[src/rtl/energy_pkg.sv]
// Shared types and constants for the sliding-window energy controller.
package energy_pkg;

  typedef enum logic [1:0] {
    StIdle,
    StFill,
    StRun
  } state_e;

  localparam int unsigned DefaultSampleW = 16;
  localparam int unsigned DefaultEnergyW = 64;

  // Bits needed to count 0..window_size inclusive.
  function automatic int unsigned fill_count_w(input int unsigned window_size);
    return $clog2(window_size + 1);
  endfunction

endpackage

[src/rtl/sample_ring_buffer.sv]
// Circular sample history: one write port, one read at the write pointer.
// The read returns the entry about to be overwritten (read-before-write).
module sample_ring_buffer #(
  parameter int unsigned DEPTH = 15,
  parameter int unsigned WIDTH = 16
) (
  input  logic             clock,
  input  logic             reset,
  input  logic             clear,
  input  logic             write,
  input  logic [WIDTH-1:0] wdata,
  output logic [WIDTH-1:0] rdata
);

  localparam int unsigned PtrW = (DEPTH > 1) ? $clog2(DEPTH) : 1;
  localparam logic [PtrW-1:0] LastPtr = PtrW'(DEPTH - 1);

  logic [WIDTH-1:0] mem_q [DEPTH];
  logic [PtrW-1:0]  wptr_q, wptr_d;

  assign rdata = mem_q[wptr_q];

  // Pointer advance with wrap at DEPTH-1; clear restarts at slot 0.
  always_comb begin
    wptr_d = wptr_q;
    if (clear) begin
      wptr_d = '0;
    end else if (write) begin
      wptr_d = (wptr_q == LastPtr) ? '0 : wptr_q + 1'b1;
    end
  end

  // Write pointer register.
  always_ff @(posedge clock or posedge reset) begin
    if (reset) begin
      wptr_q <= '0;
    end else begin
      wptr_q <= wptr_d;
    end
  end

  // Storage is not reset; slots above the fill level are never used as history.
  always_ff @(posedge clock) begin
    if (write) begin
      mem_q[wptr_q] <= wdata;
    end
  end

endmodule

[src/rtl/energy_window_ctrl.sv]
// Sequencing controller for the sliding-window signal-energy datapath.
// Holds the sample history, feeds entering/leaving samples with an update
// strobe, aligns returned energy and runs a hysteresis activity detect.
// Optional statistics (detect_events, peak_energy) with ENERGY_WIN_STATS_EN.
module energy_window_ctrl
  import energy_pkg::*;
#(
  parameter int unsigned WINDOW_SIZE = 15,
  parameter int unsigned SAMPLE_W    = DefaultSampleW,
  parameter int unsigned ENERGY_W    = DefaultEnergyW,
  parameter int unsigned DP_LATENCY  = 2
) (
  input  logic                                  clock,
  input  logic                                  reset,
  input  logic                                  enable,
  input  logic                                  clear,
  input  logic signed [SAMPLE_W-1:0]            sample_in,
  input  logic                                  sample_valid,
  output logic                                  sample_ready,
  output logic signed [SAMPLE_W-1:0]            first,
  output logic signed [SAMPLE_W-1:0]            last,
  output logic                                  update,
  output logic                                  dp_clear,
  input  logic signed [ENERGY_W-1:0]            energy_in,
  input  logic signed [ENERGY_W-1:0]            thresh_hi,
  input  logic signed [ENERGY_W-1:0]            thresh_lo,
  output logic                                  energy_valid,
  output logic                                  window_full,
  output logic [fill_count_w(WINDOW_SIZE)-1:0]  fill_count,
  output logic                                  detect
`ifdef ENERGY_WIN_STATS_EN
  ,
  output logic [15:0]                           detect_events,
  output logic signed [ENERGY_W-1:0]            peak_energy
`endif
);

  localparam int unsigned FillW = fill_count_w(WINDOW_SIZE);
  localparam logic [FillW-1:0] FullCount = FillW'(WINDOW_SIZE);
  localparam logic [FillW-1:0] LastCount = FillW'(WINDOW_SIZE - 1);

  state_e                     state_q, state_d;
  logic signed [SAMPLE_W-1:0] first_q, first_d;
  logic signed [SAMPLE_W-1:0] last_q, last_d;
  logic                       update_q, update_d;
  logic                       dp_clear_q;
  logic [FillW-1:0]           fill_q, fill_d;
  logic [DP_LATENCY-1:0]      vpipe_q, vpipe_d;
  logic                       detect_q, detect_d;
  logic                       accept;
  logic                       full;
  logic                       ev;
  logic [SAMPLE_W-1:0]        ring_rdata;

  assign full         = (fill_q == FullCount);
  assign ev           = vpipe_q[DP_LATENCY-1];
  assign sample_ready = (state_q != StIdle) && !clear;
  assign accept       = sample_valid && sample_ready;

  assign first        = first_q;
  assign last         = last_q;
  assign update       = update_q;
  assign dp_clear     = dp_clear_q;
  assign energy_valid = ev;
  assign window_full  = full;
  assign fill_count   = fill_q;
  assign detect       = detect_q;

  sample_ring_buffer #(
    .DEPTH (WINDOW_SIZE),
    .WIDTH (SAMPLE_W)
  ) u_ring (
    .clock (clock),
    .reset (reset),
    .clear (clear),
    .write (accept),
    .wdata (sample_in),
    .rdata (ring_rdata)
  );

  // Next state: enable low parks in idle; restart resumes by fill level.
  always_comb begin
    state_d = state_q;
    if (!enable) begin
      state_d = StIdle;
    end else if (clear) begin
      state_d = StFill;
    end else begin
      unique case (state_q)
        StIdle:  state_d = full ? StRun : StFill;
        StFill:  if (accept && fill_q == LastCount) state_d = StRun;
        StRun:   state_d = StRun;
        default: state_d = StIdle;
      endcase
    end
  end

  // Sample hand-off, fill level, valid alignment pipe and hysteresis detect.
  always_comb begin
    first_d  = first_q;
    last_d   = last_q;
    update_d = 1'b0;
    fill_d   = fill_q;
    vpipe_d  = (vpipe_q << 1) | DP_LATENCY'(update_q);
    detect_d = detect_q;
    if (clear) begin
      first_d  = '0;
      last_d   = '0;
      fill_d   = '0;
      vpipe_d  = '0;
      detect_d = 1'b0;
    end else begin
      if (accept) begin
        first_d  = sample_in;
        // Until the window is full there is no leaving sample.
        last_d   = full ? ring_rdata : '0;
        update_d = 1'b1;
        if (!full) fill_d = fill_q + 1'b1;
      end
      // Set wins over release if the thresholds are misconfigured.
      if (ev && full) begin
        if (energy_in > thresh_hi) begin
          detect_d = 1'b1;
        end else if (energy_in < thresh_lo) begin
          detect_d = 1'b0;
        end
      end
    end
  end

  // Controller state registers.
  always_ff @(posedge clock or posedge reset) begin
    if (reset) begin
      state_q    <= StIdle;
      first_q    <= '0;
      last_q     <= '0;
      update_q   <= 1'b0;
      dp_clear_q <= 1'b0;
      fill_q     <= '0;
      vpipe_q    <= '0;
      detect_q   <= 1'b0;
    end else begin
      state_q    <= state_d;
      first_q    <= first_d;
      last_q     <= last_d;
      update_q   <= update_d;
      dp_clear_q <= clear;
      fill_q     <= fill_d;
      vpipe_q    <= vpipe_d;
      detect_q   <= detect_d;
    end
  end

`ifdef ENERGY_WIN_STATS_EN
  logic [15:0]                events_q, events_d;
  logic signed [ENERGY_W-1:0] peak_q, peak_d;

  assign detect_events = events_q;
  assign peak_energy   = peak_q;

  // Saturating rising-edge counter and running maximum of full-window energy.
  always_comb begin
    events_d = events_q;
    peak_d   = peak_q;
    if (clear) begin
      events_d = '0;
      peak_d   = '0;
    end else begin
      if (detect_d && !detect_q && events_q != 16'hFFFF) events_d = events_q + 16'd1;
      if (ev && full && energy_in > peak_q) peak_d = energy_in;
    end
  end

  // Statistics registers.
  always_ff @(posedge clock or posedge reset) begin
    if (reset) begin
      events_q <= '0;
      peak_q   <= '0;
    end else begin
      events_q <= events_d;
      peak_q   <= peak_d;
    end
  end
`else
  // Statistics disabled: no counter or peak tracker exists.
`endif

endmodule

[config.mk]
export PLATFORM = sky130hd
export DESIGN_NAME = energy_window_ctrl
export DESIGN_NICKNAME = d
export VERILOG_FILES = /design/src/rtl/energy_pkg.sv /design/src/rtl/sample_ring_buffer.sv /design/src/rtl/energy_window_ctrl.sv
export SDC_FILE = /design/constraint.sdc
export NUM_CORES = 1
export LEC_CHECK = 0
export BUFFER_PORTS_ARGS = -buffer_cell sky130_fd_sc_hd__buf_2
export CAP_MARGIN = 30
export CORE_ASPECT_RATIO = 1.25
export CORE_MARGIN = 3
export CORE_UTILIZATION = 55
export CTS_BUF_LIST = sky130_fd_sc_hd__clkbuf_2
export DETAILED_ROUTE_END_ITERATION = 6
export HOLD_SLACK_MARGIN = 0.12
export PLACE_DENSITY = 0.81
export SYNTH_ARGS = -nofsm -noshare
export SYNTH_HDL_FRONTEND = slang
export SYNTH_SLANG_ARGS = --single-unit
[constraint.sdc]
create_clock -name clock -period 3.45 [get_ports clock]
set_clock_uncertainty 0.05 [all_clocks]
set_input_delay 0 -clock clock [delete_from_list [all_inputs] [get_ports clock]]
set_output_delay 0 -clock clock [all_outputs]
set_load 0.03 [all_outputs]
# == After elaboration in Yosys (flattened, before gate mapping) ==
# Memories as Yosys holds them, arrays and structs flattened.
# Cells that the tools add are included.
# word_totals
regBits,47
elab_cells,58
ramBits,240
n_memories,1
# memory_table
name,words,width,read_ports,rd_clocked_by_memory_dff,write_ports,line_no,rtl
u_ring.mem_q,15,16,1,0,1,sample_ring_buffer.sv:18,logic [WIDTH-1:0] mem_q [DEPTH];
# op_classes
bitwise,1
addsub,2
order_cmp,2
eq_ne,7
n_reduce_logical,12
mux,24
# op_table
cell,count
16-bit two-way mux,5
64-bit greater-than comparator,1
64-bit < comparator,1
4-bit two-way mux,6
"4-bit equality test, second input constant",3
2-bit two-way mux,5
"4-bit by 1-bit adder with 4-bit output, second input constant",2
1-bit two-way mux,7
2-bit one-hot mux with 3 select lines,1
2-bit nonzero test,3
1-bit logical AND,4
"4-bit != test, second input constant",1
2-bit AND reduction,2
3-bit nonzero test,1
"2-bit by 1-bit equality test with 1-bit output, second input constant",1
"2-bit equality test, second input constant",1
2-bit logical NOT,1
"2-bit != test, second input constant",1
2-bit by 1-bit OR with 2-bit output,1
1-bit logical NOT,1

# == Logic depth before layout (Yosys ltp) ==
# Gate-level depths: netlist of run 1.
# logic_depth
ltp_word,8
depth_mapped,10
mapped_depth_nobuf,10

# == By module ==
# From an unflattened synthesis of run 1, not the netlist that was laid out.
# unflattened
cells_unflattened,1071
area_unflattened_um2,14506.4
# modules_own_cells
mod,cells_per_inst,n_inst,seq_area_each_um2,area_per_inst_um2
sample_ring_buffer,442,1,7307.0,9505.4
energy_window_ctrl,629,1,1076.0,5001.0

# == Worst setup path before layout of run 1 ==
# No wires, ideal clock.
# synth_timing
path_type,register -> register
startpoint,register state_q[0]
endpoint,"memory u_ring.mem_q[3][0], enable pin"
slack_ns,0.012
stages_incl_launch_ff,9
arrival_time_ns,2.979
setup_ns,0.409
path_buffers,1
path_cell_list,dfrtp_1 > inv_1 > ha_1 > nor2_1 > nand2_1 > inv_1 > clkbuf_1 > nand3_1 > nor3_1
# synth_between
elab_chain_cells,5
# synth_lines
item,line_no,rtl
start: declaration,energy_window_ctrl.sv:42,"state_e state_q, state_d;"
start signal: assignment,energy_window_ctrl.sv:134,state_q <= StIdle;
start signal: assignment,energy_window_ctrl.sv:143,state_q <= state_d;
2-bit nonzero test,energy_window_ctrl.sv:57,assign sample_ready = (state_q != StIdle) && !clear;
1-bit logical AND,energy_window_ctrl.sv:57,
named net sample_ready,energy_window_ctrl.sv:19,"output logic sample_ready,"
1-bit logical AND,energy_window_ctrl.sv:58,assign accept = sample_valid && sample_ready;
1-bit two-way mux,sample_ring_buffer.sv:44,if (write) begin
1-bit two-way mux (implied by the code),sample_ring_buffer.sv:45,mem_q[wptr_q] <= wdata;
end: declaration,sample_ring_buffer.sv:18,
# The timed path passes the listed nets, and every way through them passes these cells.

# == Worst setup path after layout of run 1 ==
# layout_timing
startpoint,register u_ring.wptr_q[0]
endpoint,"memory u_ring.mem_q[10][9], enable pin"
# layout_rtl
item,line_no,rtl
start: declaration,sample_ring_buffer.sv:19,"logic [PtrW-1:0] wptr_q, wptr_d;"
start signal: assignment,sample_ring_buffer.sv:38,wptr_q <= wptr_d;
# Straight into the memory's write port.

==> metrics.md, run 1 <==
| Metric | Value |
|---|---|
| Nets@finish | 1728 |
| Crit path kind | reg -> reg |
| Asr flop ratio synth | 16.38% |
| Maximum fanout along the worst path | 28 |
| Clock buffer depth | 3 |
| Area leader, netlist | edfxtp_1 |
| Post-Synthesis Cells | 1019 |
| Setup TNS | 0 ps |
| Net Count, Synth | 1364 |
| WL/cell | 22.52 µm |
| CP max stage cell | dfrtp_4 |
| Critical Path Stages | 5 |
| Initial antenna violation count | 5 |
| Mapped Area | 14260 µm² |
| Tcrit/Tclk final | 84.28% |
| Number of synthesized flops with an enable pin | 240 |
| Worst setup path start | u_ring.wptr_q[0]$_DFFE_PP0P_ |
| Chip height | 186.0 µm |
| Crit end category | flip-flop |
| Syn avg cell area | 13.99 µm² |
| Crit path DAT | 3340 ps |
| Final wirelength | 39.88 mm |
| Worst VDD drop | 0.0001965 V |
| Worst slew margin relative to its limit | 44.39% |
| Die ar. | 27910 µm² |
| Setup ws final | 542.4 ps |
| Largest net degree at the start of global routing | 50 |
| Root buffer cell | clkbuf_2 |
| Hold crit path type | in -> reg |
| Clk slew on worst S/H paths | 120 ps |
| Post-CTS Resized | 0 |
| Synth warn | 0 |
| Top FF cell, synth | edfxtp_1 |
| Max-Cap Viols | 0 |
| Synth area leaders | edfxtp_1 51%, ha_1 12%, mux4_2 10% |
| Fin. Hold Viols | 0 |
| Remaining Overflow, GRT | 0 |
| Final setup fails | 0 |
| Yosys reg bits | 287 |
| Core Area | 25370 µm² |
| CTS H-Tree Depth | 3 |
| Die Width | 150.0 µm |
| WP buf/inv | 2 |
| CTS buffer count | 66 |
| Worst EP required | 3880 ps |
| Status | finished, final reports clean |
| I/O pins | 255 |
| Port buffer count | 254 |
| Via count | 10.20k |
| Worst r2r src | u_ring.wptr_q[0]$_DFFE_PP0P_ |
| Share of cells above drive strength 1 | 32.26% |
| Pre-CTS setup slack | 651.3 ps |
| Measured slew at the worst slew-check pin | 834.2 ps |
| Initial core utilization | 56.20% |
| Initial DRC count | 753 |
| Netlist cell types | 44 |
| Vias in the first global route | 10.43k |
| RD Place Congestion | 0.8768 |
| Clk_lat worst skew | 820 ps |
| Yosys top cell area share | 50.54% |
| PD cells | 416.7 nW/µm² |
| Pleak | 7.630 nW |
| Worst Reg-to-Reg Cells | 5 |
| Worst Setup EP | u_ring.mem_q[10][9]$_DFFE_PP_ |
| Initial DRT Pass Iterations | 5 |
| Crit path cell chain | buf_4 -> nor2_1 -> nand2_1 -> nor2_1 -> buf_4 |
| Post-synthesis sequential area ratio | 58.79% |
| Minimum clock period | 2908 ps |
| Final Power | 7.184 mW |
| Fin. max-slew vios | 0 |
| Area Overhead vs Synth | 20.91% |
| Top cell family by delay on the critical path | simple AND/OR/NAND/NOR gates |
| Antenna viol nets, final | 0 |
| DR vias/cell | 5.762 |
| Gr usage total | 28.15% |
| First-pass GRT wire length | 58.36 mm |
| DRC viols | 0 |
| TritonCTS clock tree | done |
| FF-to-FF End | u_ring.mem_q[10][9]$_DFFE_PP_ |
| Startpoint Class | flip-flop |
| CTS Sinks | 287 |
| DP HPWL | 28.71 mm |
| Max stage delay on crit path | 720 ps |
| Site Rows | 65 |
| Max Clock Freq | 0.3439 GHz |
| RSZ-0062 raised after global routing | no |
| R2R Setup Slk | 540 ps |
stage by stage:
step / utilization, % / cells / hold WS, ps / area, µm²
3_5_place_dp: 63.34 / 1602 / 27.56 / 16070
4_1_cts: 67.91 / 1767 / 139.6 / 17230
3_3_place_gp: 63.26 / 1601 / 198.3 / 16050
6_report: 67.95 / 1771 / 172.1 / 17240
5_1_grt: 67.95 / 1771 / 169.5 / 17240
2_1_floorplan: - / 1019 / -18.57 / 14260
metal layers:
metal  global-route usage [%]  up-vias  wire [µm]
met3                    9.377      114       4493
met1                    31.89     4868      13760
met5                        0        -         13
met4                    12.01        2       1653
met2                    48.83      615      19960
li1                         -     4605          -
cell usage after synthesis (4+ instances only):
library cell / number
clkbuf_1: 22
nor2_1: 30
o21ai_0: 51
and4_1: 5
o21a_1: 5
dfrtp_1: 47
a22o_1: 18
mux4_2: 64
mux2i_1: 18
a221o_1: 4
inv_1: 139
nor2b_1: 4
nand2b_1: 4
buf_2: 9
edfxtp_1: 240
a21o_1: 40
nand3_1: 11
a221oi_1: 4
a21oi_1: 34
ha_1: 132
nand4_1: 25
nand2_1: 75
nor3_1: 7
area by class of cell:
cell class | count | area [µm²]
Antenna cell | 4 | 10.01
Clock buffer | 96 | 480.5
Clock inverter | 21 | 198.9
Fill cell | 1835 | 8133
Inverter | 139 | 521.8
Multi-Input combinational cell | 559 | 5236
Sequential cell | 287 | 8388
Tap cell | 335 | 419.2
Timing Repair Buffer | 330 | 1987
state kept, by name (all words and copies together) (netlist names):
signal	count
u_ring.wptr_q	4
detect	1
first	16
state_q	2
dp_clear	1
u_ring.mem_q	240
fill_count	4
update	1
vpipe_q	2
last	16
power breakdown:
group	switching, mW	internal, mW	leakage, nW	total, mW
Sequential	0.0481	3.79	2.80	3.84
Combinational	0.513	0.458	4.34	0.972
Clock	1.33	1.05	0.486	2.37
Total	1.89	5.30	7.63	7.18
worst min path at each step:
stage	start	cells past startpoint	end
3_5_place_dp	reset	2	first[1]$_DFFE_PP0P_
3_3_place_gp	clear	1	dp_clear$_DFF_PP0_
4_1_cts	enable	4	state_q[1]$_DFFE_PP0P_
5_1_grt	enable	4	state_q[1]$_DFFE_PP0P_
6_report	enable	4	state_q[1]$_DFFE_PP0P_
2_1_floorplan	clear	0	dp_clear$_DFF_PP0_
worst reg2reg max path, delay by kind of cell, from the launching register on:
kind | cells | cell delay, ps
simple gates | 3 | 1190
flops | 1 | 720
buf+inv | 2 | 660
what timing repair did:
item / 4_1_cts / 5_1_grt
hold endpoints to repair: 353 / 0
hold buffers: 48 / 0
buffers inserted: 0 / 0
cells in the final DEF, fill, tap and decap left out, types with 34 or more instances in the layout:
cell type / Yosys / final
a21o_1: 40 / 40
a21oi_1: 34 / 34
buf_2: 9 / 254
clkbuf_2: 0 / 96
dfrtp_1: 47 / 45
dlygate4sd3_1: 0 / 48
edfxtp_1: 240 / 240
ha_1: 132 / 132
inv_1: 139 / 138
mux4_2: 64 / 64
nand2_1: 75 / 75
o21ai_0: 51 / 51
cell families (layout without fill, tap and decap cells):
logic type	after synthesis	count (layout)	share of synthesized area, %
other cells	0	4	0
simple gates	172	172	5.694
compound gates	172	172	7.871
buf+inv	173	586	4.633
mux	82	82	11.37
fa+ha+maj	132	132	11.58
xor+xnor	1	1	0.06143
flops	287	287	58.79
(Power assumes the default switching activity.)
==> inputs of run 2 (changes only) <==
--- a/config.mk
+++ b/config.mk
@@ -9,7 +9,7 @@
 export CAP_MARGIN = 30
 export CORE_ASPECT_RATIO = 1.25
 export CORE_MARGIN = 3
-export CORE_UTILIZATION = 55
+export CORE_UTILIZATION = 53
 export CTS_BUF_LIST = sky130_fd_sc_hd__clkbuf_2
 export DETAILED_ROUTE_END_ITERATION = 6
 export HOLD_SLACK_MARGIN = 0.12
==> constraint.sdc (replaced) <==
create_clock -name clock -period 2.55 [get_ports clock]
set_clock_uncertainty 0.05 [all_clocks]
set_input_delay 0 -clock clock [delete_from_list [all_inputs] [get_ports clock]]
set_output_delay 0 -clock clock [all_outputs]
set_load 0.03 [all_outputs]
==> metrics.md, run 2 (same netlist as run 1, synthesis figures left out) <==
| Metric | Value |
|---|---|
| Status | finished, final reports clean |
| Reg area | 8388 µm² |
| Clk_lat worst skew | 780 ps |
| Uppermost routed layer | met5 |
| Nets@finish | 1774 |
| Initial antenna violation count | 12 |
| Core Area | 26260 µm² |
| Setup ws final | 27.68 ps |
| Commonest cells after routing, fill and taps aside | 254 x buf_2, 240 x edfxtp_1, 138 x inv_1 |
| Setup TNS | 0 ps |
| Via count | 10.30k |
| Routed wl met3 | 4.144 mm |
| DR vias/cell | 5.634 |
| Share of cells above drive strength 1 | 33.56% |
| Crit path kind | in -> reg |
| Max reg flops | 240 |
| Vias in the first global route | 10.85k |
| WL met2 | 20.37 mm |
| Site Rows | 66 |
| Area Overhead vs Synth | 24.52% |
| Die Width | 152.7 µm |
| Clock buffer depth | 3 |
| Pre-CTS setup slack | 31.64 ps |
| Most common cell after layout, fill and taps aside | buf_2 |
| Initial DRT Pass Iterations | 5 |
| CTS Sinks | 287 |
| Cell total after placement | 1627 |
| Pleak | 7.823 nW |
| Clk slew on worst S/H paths | 110 ps |
| Measured slew at the worst slew-check pin | 760.8 ps |
| Crit path DAT | 3160 ps |
| Final wirelength | 40.27 mm |
| Worst EP required | 3180 ps |
| PD cells | 525.1 nW/µm² |
| Max-Cap Viols | 0 |
| Crit end category | flip-flop |
| DRC viols | 0 |
| First-pass GRT wire length | 60.71 mm |
| Worst slew margin relative to its limit | 49.21% |
| Max Clock Freq | 0.3965 GHz |
| Final Power | 9.323 mW |
| Cell Count, Final, Fillers Out | 1828 |
| Initial core utilization | 54.30% |
| Worst VDD drop | 0.0005241 V |
| Tcrit/Tclk final | 98.91% |
| Root buffer cell | clkbuf_2 |
| WL/cell | 22.03 µm |
| Chip height | 189.4 µm |
| Hold Slack | 151.0 ps |
| R2R Setup Slk | 240 ps |
| Fin area | 17760 µm² |
| Maximum fanout along the worst path | 2 |
| RD Place Congestion | 0.9997 |
| Worst setup path start | energy_in[36] |
| Remaining Overflow, GRT | 0 |
| CTS buffer count | 66 |
| Metal-1 WL | 14.19 mm |
| TritonCTS clock tree | done |
| Largest net degree at the start of global routing | 38 |
| Footprint of the multi-input gates | 5319 µm² |
| Initial DRC count | 676 |
| Startpoint Class | input pin |
| CTS H-Tree Depth | 3 |
| Fin. Hold Viols | 0 |
| Final setup fails | 0 |
| Worst r2r src | state_q[0]$_DFFE_PP0P_ |
| DP HPWL | 29.10 mm |
| Die ar. | 28920 µm² |
| Placement Cell Area | 16410 µm² |
| Fill cells | 1926 |
| Gr usage total | 27.66% |
| Fin. max-slew vios | 0 |
| I/O pins | 255 |
| RSZ-0062 raised after global routing | no |
| Worst hold start | thresh_lo[63] |
| Layout Utilization | 67.61% |
| Hold crit path type | in -> reg |
| Antenna viol nets, final | 0 |
| Largest Register | u_ring.mem_q |
| Minimum clock period | 2522 ps |
| Port buffer count | 254 |
## run 2: changes by cell type in the layout (fill, tap and decap cells not counted), moves of 4 or more
cell | before | now
dlygate4sd3_1 | 48 | 74
nor2_1 | 30 | 18
buf_4 | 26 | 37
buf_12 | 2 | 11
nor2_2 | 0 | 8
diode_2 | 4 | 10
clkbuf_2 | 96 | 101
bufinv_16 | 4 | 0
nor2_4 | 0 | 4
## run 2: worst max-delay path, stage by stage
cell and delay [ps]:
dlygate4sd3_1 540, buf_2 150, ha_1 280, dlygate4sd3_1 560, nand4_1 100, inv_1 50, a221oi_1 400, o22ai_1 130
or3_1 380, a31oi_1 190, nand4_1 120, a41o_1 250
## run 2: layer usage
metal,global-route usage [%],up-vias
met5,0,-
met1,31.38,4939
met4,11.59,4
li1,-,4722
met2,48.25,549
met3,9.053,85
## run 2: what timing repair did
action	in CTS	in global routing
gates resized for setup	0	3
hold buffers	75	0
hold endpoints to repair	393	0
endpoints found under the setup margin	0	1
buffers inserted	0	0
## run 2: layout make-up
class | count | area share [%]
timing repair buffer | 376 | 14.14
tap | 340 | 2.396
clock inverter | 16 | 0.3453
sequential | 287 | 47.24
inverter | 139 | 2.938
antenna | 10 | 0.1409
clock buffer | 101 | 2.847
multi-input combinational | 559 | 29.96
## run 2: worst paths after layout
path | end | depth (start not counted)
hold reg to reg | vpipe_q[1]$_DFF_PP0_ | 1
hold / removal | detect$_DFFE_PP0P_ | 8
setup / recovery | detect$_DFFE_PP0P_ | 12
max in group asynchronous | state_q[1]$_DFFE_PP0P_ | 5
min in group asynchronous | first[2]$_DFFE_PP0P_ | 4
setup reg to reg | u_ring.mem_q[0][6]$_DFFE_PP_ | 8
## run 2: where the power goes
part / internal, mW / leakage [nW] / switching (mW)
combinational: 0.676 / 4.57 / 0.737
clock: 1.04 / 0.450 / 1.70
sequential: 5.13 / 2.80 / 0.0351
